[config.mk]
export PLATFORM = sky130hd
export DESIGN_NAME = shift_add_multiplier
export DESIGN_NICKNAME = d
export VERILOG_FILES = /design/src/rtl/calc_pkg.sv /design/src/rtl/andmultiply.sv /design/src/rtl/shift_add_multiplier.sv
export SDC_FILE = /design/constraint.sdc
export NUM_CORES = 1
export LEC_CHECK = 0
export ABC_AREA = 1
export CORE_ASPECT_RATIO = 0.7
export CORE_MARGIN = 2
export CORE_UTILIZATION = 40
export DETAILED_ROUTE_END_ITERATION = 7
export GPL_TIMING_DRIVEN = 0
export HOLD_SLACK_MARGIN = 0.15
export PLACE_DENSITY = 0.62
export SYNTH_ARGS = -nofsm -noshare
export SYNTH_HDL_FRONTEND = slang
export SYNTH_SLANG_ARGS = --single-unit
[constraint.sdc]
create_clock -name clk -period 4.9 [get_ports clk]
set_input_delay 0.735 -clock clk [delete_from_list [all_inputs] [get_ports clk]]
set_output_delay 0.735 -clock clk [all_outputs]
set_load 0.01 [all_outputs]
[src/rtl/calc_pkg.sv]
// Shared widths and state encoding for the shift-add multiplier.
package calc_pkg;

  localparam int OPND_W = 16;
  localparam int PROD_W = 32;
  localparam int CNT_W  = 4;

  typedef enum logic [1:0] {
    IDLE = 2'd0,
    RUN  = 2'd1,
    DONE = 2'd2
  } state_t;

endpackage

[src/rtl/andmultiply.sv]
// Partial-product generator: every bit of A gated by the single bit B.
module andmultiply
  import calc_pkg::*;
(
  input  logic [OPND_W-1:0] A,
  input  logic              B,
  output logic [OPND_W-1:0] Y
);

  assign Y = A & {OPND_W{B}};

endmodule

[src/rtl/shift_add_multiplier.sv]
// Sequential 16x16 unsigned shift-add multiplier, one multiplier bit per cycle.
// Optional MULT_EARLY_TERM_EN: finish as soon as the remaining multiplier bits are all zero.
module shift_add_multiplier
  import calc_pkg::*;
(
  input  logic              clk,
  input  logic              rst_n,
  input  logic              start,
  input  logic [OPND_W-1:0] a,
  input  logic [OPND_W-1:0] b,
  output logic [PROD_W-1:0] product,
  output logic              busy,
  output logic              done
);

  state_t              r_state;
  state_t              w_state_nxt;
  logic [OPND_W-1:0]   r_mcand;
  logic [OPND_W-1:0]   r_mplier;
  logic [PROD_W-1:0]   r_acc;
  logic [PROD_W-1:0]   r_product;
  logic [CNT_W-1:0]    r_cnt;
  logic [OPND_W-1:0]   w_pp;
  logic [OPND_W-1:0]   w_mplier_shr;
  logic [PROD_W-1:0]   w_acc_nxt;
  logic                w_last;

  andmultiply u_andmultiply (
    .A (r_mcand),
    .B (r_mplier[0]),
    .Y (w_pp)
  );

  assign w_acc_nxt    = r_acc + (PROD_W'(w_pp) << r_cnt);
  assign w_mplier_shr = r_mplier >> 1;

`ifdef MULT_EARLY_TERM_EN
  assign w_last = (r_cnt == CNT_W'(OPND_W - 1)) || (w_mplier_shr == '0);
`else
  assign w_last = (r_cnt == CNT_W'(OPND_W - 1));
`endif

  always_comb begin
    w_state_nxt = r_state;
    case (r_state)
      IDLE:    if (start) w_state_nxt = RUN;
      RUN:     if (w_last) w_state_nxt = DONE;
      DONE:    w_state_nxt = IDLE;
      default: w_state_nxt = IDLE;
    endcase
  end

  always_ff @(posedge clk or negedge rst_n) begin
    if (!rst_n) begin
      r_state <= IDLE;
    end else begin
      r_state <= w_state_nxt;
    end
  end

  // Operands are only captured on the accepting edge; start elsewhere is ignored.
  always_ff @(posedge clk or negedge rst_n) begin
    if (!rst_n) begin
      r_mcand   <= '0;
      r_mplier  <= '0;
      r_acc     <= '0;
      r_cnt     <= '0;
      r_product <= '0;
    end else begin
      case (r_state)
        IDLE: begin
          if (start) begin
            r_mcand  <= a;
            r_mplier <= b;
            r_acc    <= '0;
            r_cnt    <= '0;
          end
        end
        RUN: begin
          r_acc    <= w_acc_nxt;
          r_mplier <= w_mplier_shr;
          r_cnt    <= r_cnt + 1'b1;
          if (w_last) r_product <= w_acc_nxt;
        end
        default: ;
      endcase
    end
  end

  assign product = r_product;
  assign busy    = (r_state == RUN);
  assign done    = (r_state == DONE);

endmodule

==> metrics.md <==
| Metric | Value |
|---|---|
| Status | `completed` |
| Syn Area/Cell | `approximately 6.6 um^2` |
| Layout area overhead | `18.43%` |
| Slew HR | `between 50% and 60%` |
| Worst skew pair latency | `around 370 ps` |
| DRC | `0` |
| Synthesized flop and latch total | `102` |
| Ant. Diodes | `0` |
| Site Rows | `40` |
| Post-synth top area share | `36.02%` |
| Routed WL | `about 20000 um` |
| Register area share after synthesis | `36.02%` |
| # port buffers | `between 60 and 70` |
| Root Buffer | `clkbuf_16` |
| Drt pass-1 iters | `5` |
| Final Slew Violations | `0` |
| Vias in the first global route | `6284` |
| Post-synthesis cell type count | `36` |
| Die Y | `roughly 120 um` |
| Reg2reg end | `product[28]` |
| WP data arrival | `about 3600 ps` |
| Via count | `~6800` |
| Placer Congestion | `~0.95` |
| Clock tree buffer depth | `2` |
| DP HPWL | `16400 um` |
| Worst hold path class | `primary input to asynchronous set/reset pin` |
| CP max stage delay | `between 400 and 500 ps` |
| H-Tree Level Count | `3` |
| Clock Skew | `approximately 8.6 ps` |
| Hold-fix buffers, CTS | `0` |
| Mapped Cells | `approximately 1100` |
| Die area | `between 15000 and 20000 um^2` |
| Top cell family by delay on the critical path | `simple AND/OR/NAND/NOR gates` |
| Worst Reg-to-Reg Cells | `15` |
| Die W | `roughly 160 um` |
| Synth async-reset ratio | `100.0%` |
| Crit path required time | `between 5000 and 6000 ps` |
| Vias/cell | `between 4 and 5` |
| Synth top area cells | `dfrtp_1 (36%), nand2_1 (25%), inv_1 (6.5%), ha_1 (5.6%), nand3_1 (4.7%)` |
| Crit Path Class | `flip-flop to flip-flop` |
| # setup viols final | `0` |
| Top cell type by total area after synthesis | `dfrtp_1` |
| First-pass GRT wire length | `33570 um` |
| Nature of the critical path endpoint | `flip-flop` |
| Final period utilization | `68.08%` |
| DRT iter0 DRCs | `630` |
| Mapped Area | `just over 7000 um^2` |
| Max Cap Viol | `0` |
| WP depth | `15` |
| Setup slack, reg-to-reg | `~1600 ps` |
| CTS Buf Count | `9` |
| Post_cts resized | `0` |
| Core area | `~17000 um^2` |
| Clock-pin transition on the worst setup and hold timing paths | `roughly 80 ps` |
| CP Launch Point | `r_cnt[0]` |
| Critical Path Most Common Cell | `nand2_1` |
| Top_reg_cell synth | `dfrtp_1` |
| Crit Path Max Fanout | `10` |
| Worst path cell trace | `buf_2 -> o21ai_0 -> nand2_1 -> nand2_1 -> nand2_1 -> o21ai_0 -> ha_1 -> nand2_1 -> inv_2 -> a21oi_1 -> nand3_1 -> nand2_1 -> nand3_1 -> nand3_1 -> nand2_1` |
| Max Fclk | `about 300 MHz` |
| Clock sink count | `102` |
| Clock period minus worst slack | `approximately 3300 ps` |
| Worst Setup Start Kind | `flip-flop` |
| GRT overflow | `0` |
| All-Layer GR Usage | `between 20% and 30%` |
| Net Count, Synth | `~1100` |
| Synth warnings | `0` |
| Initial Utilization | `between 40% and 50%` |
| Fin util | `around half` |
| Number of enable flip-flop cells after synthesis | `0` |
| Initial antenna violation count | `0` |
| # IOs | `69` |
| Slowest cell on the critical path | `dfrtp_1` |
| Routed Antenna Nets | `0` |
| Final hold viol count | `0` |
| RSZ-0062 raised after global routing | `false` |
| Share of layout cells above drive strength 1 | `slightly above 5%` |
| Nets | `1229` |
| CTS tree | `yes` |
| Reg-to-reg critical path startpoint | `r_cnt[0]` |
| Buffers & Inverters on Critical Path | `2` |
| Worst-Margin Slew | `about 640 ps` |
| Largest net degree at the start of global routing | `between 60 and 70` |
| Worst Setup EP | `product[28]` |
| Wire per inst | `roughly 15 um` |
| Postcts setup bufs | `0` |
==> logic make-up after synthesis <==
family	after synthesis	share of synthesized area [%]
fa+ha+maj	33	5.932
xor+xnor	15	1.960
simple gates	645	36.67
mux	9	1.271
buf+inv	170	9.463
compound gates	107	8.687
flops	102	36.02
==> cells in the mapped netlist, types with 4 or more instances <==
cell      instances
nor2_1           79
nand2_2           8
a221oi_1          6
ha_1             32
a21oi_1          22
clkbuf_1         20
o22ai_1          10
nor3_1            8
inv_2            11
o21ai_1          16
buf_2            14
dfrtp_1         102
nand4_1           6
nand2_1         466
o21ai_0          38
inv_1           123
nand3_1          67
nand3b_1          4
xor2_1           11
a22o_1            7
mux2i_1           9
==> worst register-to-register path, cell delays in order, from the launching register on <==
cell,delay [ps]
dfrtp_1,470
buf_2,210
o21ai_0,380
nand2_1,90
nand2_1,100
nand2_1,60
o21ai_0,380
ha_1,380
nand2_1,160
inv_2,50
a21oi_1,260
nand3_1,230
nand2_1,190
nand3_1,120
nand3_1,110
nand2_1,60
==> through the flow <==
step / hold slack, ps / cell area [um^2] / TNS, ps / cells / worst slack, ps
floorplan: 439.4 / 7087 / 0 / 1081 / 2431
global placement: 456.7 / 8056 / -94580 / 1380 / -941.1
detailed placement: 460.9 / 8082 / 0 / 1381 / 1648
CTS: 373.6 / 8393 / 0 / 1397 / 1619
global route: 393.1 / 8393 / 0 / 1397 / 1232
finish: 354.0 / 8393 / 0 / 1397 / 1564
==> cell usage in the layout, fill, tap and decap left out, drive strengths merged <==
cell type / n
o211ai: 1
nand3: 68
xnor2: 3
o22ai: 10
and2: 2
xor2: 12
nor3: 10
clkinv: 5
buf: 18
clkbuf: 29
o31ai: 1
dfrtp: 102
clkdlybuf4s50: 67
o21bai: 3
o21a: 1
a22o: 7
nand3b: 4
mux2i: 9
a21oi: 22
fa: 1
a221oi: 6
a31oi: 1
inv: 136
a21o: 1
ha: 32
nand4: 6
nor2: 81
o21ai: 54
nand2: 474
==> sequential cells by signal (all words and copies together) (netlist names) <==
name / cells
product: 32
r_acc: 32
r_cnt: 4
r_mcand: 16
r_mplier: 16
r_state: 2
==> worst min path at each step <==
| stage | cells past startpoint | endpoint | startpoint |
|---|---|---|---|
| detailed placement | 2 | r_mcand[9] | r_mcand[9] |
| floorplan | 0 | product[0] | rst_n |
| global route | 1 | r_mplier[12] | rst_n |
| CTS | 1 | r_mplier[12] | rst_n |
| finish | 1 | r_mplier[12] | rst_n |
| global placement | 2 | r_mcand[9] | r_mcand[9] |
==> final cells by class <==
| class | instances | area, um^2 |
|---|---|---|
| Timing Repair Buffer | 69 | 705.7 |
| Tap cell | 231 | 289.0 |
| Buffer | 36 | 167.7 |
| Clock inverter | 7 | 86.33 |
| Clock buffer | 9 | 225.2 |
| Fill cell | 1856 | 8874 |
| Sequential cell | 102 | 2552 |
| Multi-Input combinational cell | 809 | 3864 |
| Inverter | 134 | 503.0 |
==> routing by layer <==
metal | global-route usage (%) | part of all wire, % | vias up
met5 | 0 | 0 | -
met4 | 5.782 | 1.3 | 0
met3 | 4.726 | 6.3 | 16
met2 | 31.98 | 38 | 163
met1 | 36.46 | 55 | 3067
li1 | - | - | 3552
Power is left out: the tool's default activity adds up to more than one toggle a clock period on the data nets, which glitch-free logic cannot reach.
